**src/rtl/serial_register_tx.sv**
```systemverilog
// Parallel-in, serial-out transmitter.
// Takes a WIDTH-bit word over a valid/ready handshake and shifts it out
// MSB-first on sdata. sclk and the frame strobe are generated alongside, and
// done pulses once after the last bit. Every output is registered.
module serial_register_tx #(
  parameter int WIDTH      = 8,  // bits per frame, 2..32
  parameter int BIT_CYCLES = 4   // clk cycles per serial bit, even and >= 2
) (
  input  logic             clk,
  input  logic             reset,      // synchronous, active-low
  input  logic [WIDTH-1:0] data,
  input  logic             load_valid,
  output logic             load_ready,
  output logic             sclk,
  output logic             sdata,
  output logic             frame,
  output logic             done
);

  localparam int CYC_W = (BIT_CYCLES > 2) ? $clog2(BIT_CYCLES) : 1;
  localparam int BIT_W = (WIDTH > 2) ? $clog2(WIDTH) : 1;

  localparam logic [CYC_W-1:0] CYC_LAST = CYC_W'(BIT_CYCLES - 1);
  localparam logic [CYC_W-1:0] CYC_HALF = CYC_W'(BIT_CYCLES / 2);
  localparam logic [BIT_W-1:0] BIT_LAST = BIT_W'(WIDTH - 1);

  typedef enum logic [1:0] {
    IDLE  = 2'd0,
    SHIFT = 2'd1,
    DONE  = 2'd2
  } state_t;

  state_t           state_q, state_d;
  logic [WIDTH-1:0] shift_q, shift_d;
  logic [CYC_W-1:0] cyc_q,   cyc_d;
  logic [BIT_W-1:0] bit_q,   bit_d;
  logic             load_ready_d, sclk_d, sdata_d, frame_d, done_d;

  logic [CYC_W-1:0] cyc_inc;
  assign cyc_inc = cyc_q + 1'b1;

  // State, datapath and output registers; a low reset overrides everything,
  // including a handshake on the same edge.
  always_ff @(posedge clk) begin
    // NOTE: sequential state uses non-blocking assignments so every register
    // samples the pre-edge values, independent of statement order.
    if (!reset) begin
      state_q    <= IDLE;
      shift_q    <= '0;
      cyc_q      <= '0;
      bit_q      <= '0;
      load_ready <= 1'b1;
      sclk       <= 1'b0;
      sdata      <= 1'b0;
      frame      <= 1'b0;
      done       <= 1'b0;
    end else begin
      state_q    <= state_d;
      shift_q    <= shift_d;
      cyc_q      <= cyc_d;
      bit_q      <= bit_d;
      load_ready <= load_ready_d;
      sclk       <= sclk_d;
      sdata      <= sdata_d;
      frame      <= frame_d;
      done       <= done_d;
    end
  end

  // Next-state logic; output values are computed one cycle ahead so the
  // registered outputs line up with the counters they describe.
  always_comb begin
    // NOTE: every variable gets a default first so no path leaves one
    // unassigned, which would otherwise infer a latch.
    state_d      = state_q;
    shift_d      = shift_q;
    cyc_d        = cyc_q;
    bit_d        = bit_q;
    load_ready_d = load_ready;
    sclk_d       = sclk;
    sdata_d      = sdata;
    frame_d      = frame;
    done_d       = 1'b0;

    unique case (state_q)
      IDLE: begin
        load_ready_d = 1'b1;
        if (load_valid) begin
          state_d      = SHIFT;
          shift_d      = data;
          cyc_d        = '0;
          bit_d        = '0;
          load_ready_d = 1'b0;
          frame_d      = 1'b1;
          sclk_d       = 1'b0;
          sdata_d      = data[WIDTH-1];
        end
      end

      SHIFT: begin
        load_ready_d = 1'b0;
        if (cyc_q == CYC_LAST) begin
          if (bit_q == BIT_LAST) begin
            // Last cycle of the last bit: close the frame.
            state_d = DONE;
            cyc_d   = '0;
            bit_d   = '0;
            frame_d = 1'b0;
            sclk_d  = 1'b0;
            sdata_d = 1'b0;
            done_d  = 1'b1;
          end else begin
            // Bit boundary: sclk is about to go low, so sdata may change.
            cyc_d   = '0;
            bit_d   = bit_q + 1'b1;
            shift_d = {shift_q[WIDTH-2:0], 1'b0};
            sdata_d = shift_q[WIDTH-2];
            sclk_d  = 1'b0;
          end
        end else begin
          cyc_d  = cyc_inc;
          sclk_d = (cyc_inc >= CYC_HALF);
        end
      end

      DONE: begin
        state_d      = IDLE;
        load_ready_d = 1'b1;
        frame_d      = 1'b0;
        sclk_d       = 1'b0;
        sdata_d      = 1'b0;
      end

      default: begin
        state_d      = IDLE;
        load_ready_d = 1'b1;
        frame_d      = 1'b0;
        sclk_d       = 1'b0;
        sdata_d      = 1'b0;
      end
    endcase
  end

endmodule

```
**config.mk**
```make
export PLATFORM = sky130hd
export DESIGN_NAME = serial_register_tx
export DESIGN_NICKNAME = d
export VERILOG_FILES = /design/src/rtl/serial_register_tx.sv
export SDC_FILE = /design/constraint.sdc
export NUM_CORES = 1
export LEC_CHECK = 0
export ABC_AREA = 1
export CAP_MARGIN = 25
export CELL_PAD_IN_SITES_DETAIL_PLACEMENT = 1
export CELL_PAD_IN_SITES_GLOBAL_PLACEMENT = 2
export CORE_MARGIN = 1.5
export CORE_UTILIZATION = 29
export CTS_BUF_LIST = sky130_fd_sc_hd__clkbuf_8
export CTS_CLUSTER_SIZE = 20
export DETAILED_ROUTE_END_ITERATION = 10
export PLACE_DENSITY = 0.88
export SETUP_SLACK_MARGIN = 0.05
export SLEW_MARGIN = 0
export SYNTH_ARGS = -nofsm -noshare
export SYNTH_HDL_FRONTEND = slang
export SYNTH_SLANG_ARGS = --single-unit
```
**constraint.sdc**
```tcl
create_clock -name clk -period 2.2 [get_ports clk]
set_clock_uncertainty 0.15 [all_clocks]
set_input_delay 0.22 -clock clk [delete_from_list [all_inputs] [get_ports clk]]
set_output_delay 0.22 -clock clk [all_outputs]
set_load 0.05 [all_outputs]
```
==> results of run 1 <==
[kinds of logic (layout without fill, tap and decap cells)]
family                   after synthesis  in the layout  share of synthesized area
flip-flops                            18             18                      0.424
buffers and inverters                 18             35                     0.0913
adder cells (fa/ha/maj)                3              3                     0.0442
AO/OA/AOI/OAI                         12             12                     0.0707
AND/OR/NAND/NOR                       71             71                      0.370
[worst max-delay path by stage]
stage,from,endpoint,slack (ps),cells after the start
after global placement,state_q[0],frame,560,1
after global routing,state_q[0],frame,210,1
final,state_q[0],frame,260,1
after floorplan,state_q[0],shift_q[1],610,6
after detailed placement,bit_q[0],shift_q[1],510,6
after CTS,state_q[0],frame,250,1
[synth_stat cells, drive strengths merged]
| library cell | n | area, um^2 |
|---|---|---|
| dfxtp | 18 | 360 |
| nand2 | 37 | 149 |
| nor3 | 3 | 15.0 |
| a21oi | 6 | 30.0 |
| inv | 15 | 56.3 |
| nor2 | 21 | 81.3 |
| o21ai | 6 | 30.0 |
| buf | 3 | 21.3 |
| nand3 | 9 | 62.6 |
| ha | 3 | 37.5 |
| or2 | 1 | 6.26 |
[power by group through the flow]
stage | Combinational, mW | Sequential, mW | Clock, mW
2_1_floorplan | 0.107 | 0.390 | 0
3_3_place_gp | 0.170 | 0.371 | 0
3_5_place_dp | 0.175 | 0.373 | 0
4_1_cts | 0.176 | 0.365 | 0.291
5_1_grt | 0.195 | 0.368 | 0.305
6_report | 0.173 | 0.365 | 0.279
[final cells by class]
type | instances | area share
multi-input combinational | 86 | 0.381
timing repair buffer | 16 | 0.146
sequential | 18 | 0.334
tap | 31 | 0.0359
clock buffer | 4 | 0.0510
inverter | 15 | 0.0521
[sequential cells by signal (all words and copies together), names as in the netlist]
register and count:
load_ready 1, state_q 2, shift_q 7, sclk 1
sdata 1, done 1, cyc_q 2, bit_q 3
[per-layer routing]
layer | routed length (um) | up-vias | global-route usage
met1 | 858 | 371 | 0.162
met4 | 37 | 0 | 0.0698
met5 | 0 | - | 0
met2 | 883 | 8 | 0.215
li1 | - | 417 | -
met3 | 56 | 4 | 0.0204
==> metrics.yaml, run 1 <==
status: "finished, final reports clean"
first_pass_iters: 3
rsz0062_at_grt: "false"
postLayoutCoreUtil: 0.392
drt_wl_total_um: 1840
min_path_cells: 2
antenna_found_initial: 0
cts.repair.resized: 0
maxSlewViolCount: 0
reg2reg_to: "shift_q[1]"
path_delay_family: "buffers and inverters"
hold_class: "reg -> reg"
cts_buffers: 3
critPathBufInv: 1
stdcell_count: 170
ys_seq_area_frac: 0.424
power_leakage_nw: 0.514
hold_viol: 0
final_area_mm2: 0.00108
finalWorstSetupSlack_ps: 258
dieArea_mm2: 0.00326
synth_seq_cells: 18
die_y_um: 57.1
final_common_cell: "nand2_1"
p_int_mw: 0.577
slew_headroom: 0.671
grt_pass1_vias: 800
cts_tree: "built"
cp-start-kind: "flip-flop"
std_cell_rows: 19
setup_violations: 0
drive_above_1_share: 0.0791
placed_cell_area_mm2: 0.00102
tns_ps: 0
cts.sinks: 18
syn_area_per_cell_um2: 6.96
ys_types: 19
num_antenna_cells: 0
ant_nets: 0
area_growth_syn_to_layout_pct: 27.1
vias: 800
post-place-cells: 166
critPathCaptureType: "output pin"
dp_slack_ps: 511
reg2reg_depth: 7
cts_hold_buf: 0
grt_pass1_wl_um: 3300
hold_path_end: "sdata"
seqCellArea_um2: 360
cp.required_ps: 1830
clkPwrFrac: 0.341
ff2ff_setup_slack_ps: 510
syn-cell-area_um2: 850
cts_root_buf: "clkbuf_8"
worst_pin_slew_ps: 491
mostFrequentLayoutCells: "nand2_1, nor2_1, dfxtp_1"
grt_max_degree: 17
avgRoutedWirePerCell_um: 10.8
syn-num-nets: 136
yosys_warnings: 0
cpMaxStageDelayCell: "clkdlybuf4s50_1"
swShare: 0.293
drt-initial-drc-count: 15
clock_path_buffers: 2
drc: 0
multi_input_area_um2: 412
hp-start: "sdata"
pwr_density_cell_mw_per_mm2: 756
path_class: "reg -> out"
power_mw: 0.817
clock_latency_ps: 260
hpwlAfterDp_um: 1420
synthCells: 122
seq_power_share: 0.447
r2r-start: "bit_q[0]"
floorplan.initialDensity: 0.308
worst_ep_arrival_time_ps: 1570
io_pins: 16
fillers: 366
max_freq_ghz: 0.515
nets: 154
grtUsageTotal: 0.130
grt.overflow.total: 0
worstPathCellList: "clkdlybuf4s50_1"
post-route-period-util: 0.883
post_cts_buffers: 0
via_per_inst: 4.71
power_switching_mw: 0.239
die_w_um: 57.1
worstPathMaxFanout: 6
ir_drop_uv: 329
comb_power_share: 0.212
fp.coreArea_mm2: 0.00276
drv_cap: 0
gp_congestion: 0.761
cts-htree-levels: 1
cp_slowest_stage_delay_ps: 850
io_buffers: 15
clk_pin_slew_ps: 70
period_minus_slack_ps: 1940
holdWs_ps: 317
No activity file was read; power rests on OpenSTA's default activity.
==> run 2: changes to the inputs <==
ABC_AREA = default   (was 1)
CORE_UTILIZATION = 32   (was 29)
PLACE_DENSITY = 0.87   (was 0.88)
==> run 2 against run 1 <==
- area after synthesis fell by 2.4%
- sequential power shrank 3%
- sequential cell count did not move
- utilization increased by 4.2 points
- cell count is 22% lower
==> metrics.yaml, run 2 <==
top_regs: "shift_q x7, bit_q x3"
synthCells: 84
power_leakage_nw: 0.459
vias: 691
dieArea_mm2: 0.00291
ys_top_cells_by_area: "dfxtp_1, mux2i_1, o211a_1"
ys_seq_area_frac: 0.434
num_antenna_cells: 0
drive_above_1_share: 0.127
die_y_um: 53.9
hold_viol: 0
std_cell_rows: 18
status: "finished, final reports clean"
setup_violations: 0
post-route-period-util: 0.854
multi_input_area_um2: 425
avgRoutedWirePerCell_um: 13.5
final_common_cell: "dfxtp_1"
synthTopCellsByCount: "dfxtp_1, o21ai_0, mux2i_1, nand2_1, o211a_1"
cts_hold_buf: 0
yosysMostFrequentCell: "dfxtp_1"
cts_tree: "built"
fp.coreArea_mm2: 0.00245
cts.sinks: 18
ys_types: 26
cts-htree-levels: 1
worstPathMaxFanout: 8
grt_pass1_wl_um: 2900
rsz0062_at_grt: "false"
largest_register_ffs: 7
grtUsageTotal: 0.143
cts_buffers: 3
ir_drop_uv: 338
die_w_um: 53.9
tns_ps: 0
grt.overflow.total: 0
grt_pass1_vias: 684
cts_root_buf: "clkbuf_8"
floorplan.initialDensity: 0.338
antenna_found_initial: 0
fillers: 295
drv_cap: 0
syn-num-nets: 98
nets: 117
cp-start-kind: "flip-flop"
pwr_density_cell_mw_per_mm2: 688
ant_nets: 0
clk_pin_slew_ps: 70
period_minus_slack_ps: 1880
syn_area_per_cell_um2: 9.88
hpwlAfterDp_um: 1330
syn-cell-area_um2: 830
power_mw: 0.731
max_freq_ghz: 0.532
io_buffers: 15
postLayoutCoreUtil: 0.433
hold_class: "reg -> reg"
cts.repair.resized: 0
worst_pin_slew_ps: 492
grt_max_degree: 16
io_pins: 16
mostFrequentLayoutCells: "dfxtp_1, clkdlybuf4s50_1, o21ai_0"
clock_path_buffers: 2
area_growth_syn_to_layout_pct: 28.2
critPathCaptureType: "flip-flop"
synth_top_area_frac: 0.434
synth_edf_count: 0
cp.required_ps: 2240
gp_congestion: 0.715
top_register: "shift_q"
worst_ep_arrival_time_ps: 1920
async_flop_share: 0
drt_wl_total_um: 1790
maxSlewViolCount: 0
post_cts_buffers: 0
clock_latency_ps: 250
path_class: "reg -> reg"
synth_seq_cells: 18
via_per_inst: 5.23
slew_headroom: 0.671
drt-initial-drc-count: 4
synth_ff_type: "dfxtp_1"
drc: 0
seqCellArea_um2: 360
first_pass_iters: 2
yosys_warnings: 0
yosysTopAreaCell: "dfxtp_1"
-- run 2: final timing paths --
kind         startpoint         end  slack (ps)  depth (start not counted)
max            bit_q[0]  shift_q[5]         320                          5
min          shift_q[0]  shift_q[0]         320                          2
max reg2reg    bit_q[0]  shift_q[5]         320                          5
min reg2reg  shift_q[0]  shift_q[0]         320                          2
-- run 2: final cells by class --
cell class / instances / share of cell area
clock buffer: 4 / 0.0518
inverter: 2 / 0.00706
multi-input combinational: 59 / 0.400
sequential: 18 / 0.339
tap: 30 / 0.0353
timing repair buffer: 19 / 0.167
-- run 2: logic make-up after synthesis --
group | synth area share
buffers and inverters | 0.0528
multiplexers | 0.0845
AO/OA/AOI/OAI | 0.216
adder cells (fa/ha/maj) | 0.0453
AND/OR/NAND/NOR | 0.167
flip-flops | 0.434
-- run 2: worst max-delay path, stage by stage, from the launching register on --
cell,delay [ps]
dfxtp_1,320
ha_1,190
ha_1,210
and4bb_4,390
or2_0,360
o211a_1,190
-- run 2: power by group --
group / switching [mW] / internal (mW) / total, mW
Clock: 0.109 / 0.159 / 0.268
Combinational: 0.0536 / 0.0551 / 0.109
Sequential: 0.0117 / 0.343 / 0.355
-- run 2: per-stage QoR --
stage / worst slack, ps / instances / hold WS [ps] / instance area, um^2
2_1_floorplan: 431 / 84 / 187 / 830
3_3_place_gp: 381 / 128 / 301 / 1010
3_5_place_dp: 318 / 128 / 314 / 1010
4_1_cts: 309 / 132 / 324 / 1060
5_1_grt: 219 / 132 / 349 / 1060
6_report: 320 / 132 / 322 / 1060
-- run 2: routing by layer --
layer,routed length (um),global-route usage,part of all wire,up-vias
met5,0,0,0,-
met4,26,0.0769,0.015,0
met3,50,0.0250,0.028,4
met2,873,0.244,0.49,12
met1,835,0.170,0.47,336
li1,-,-,-,339
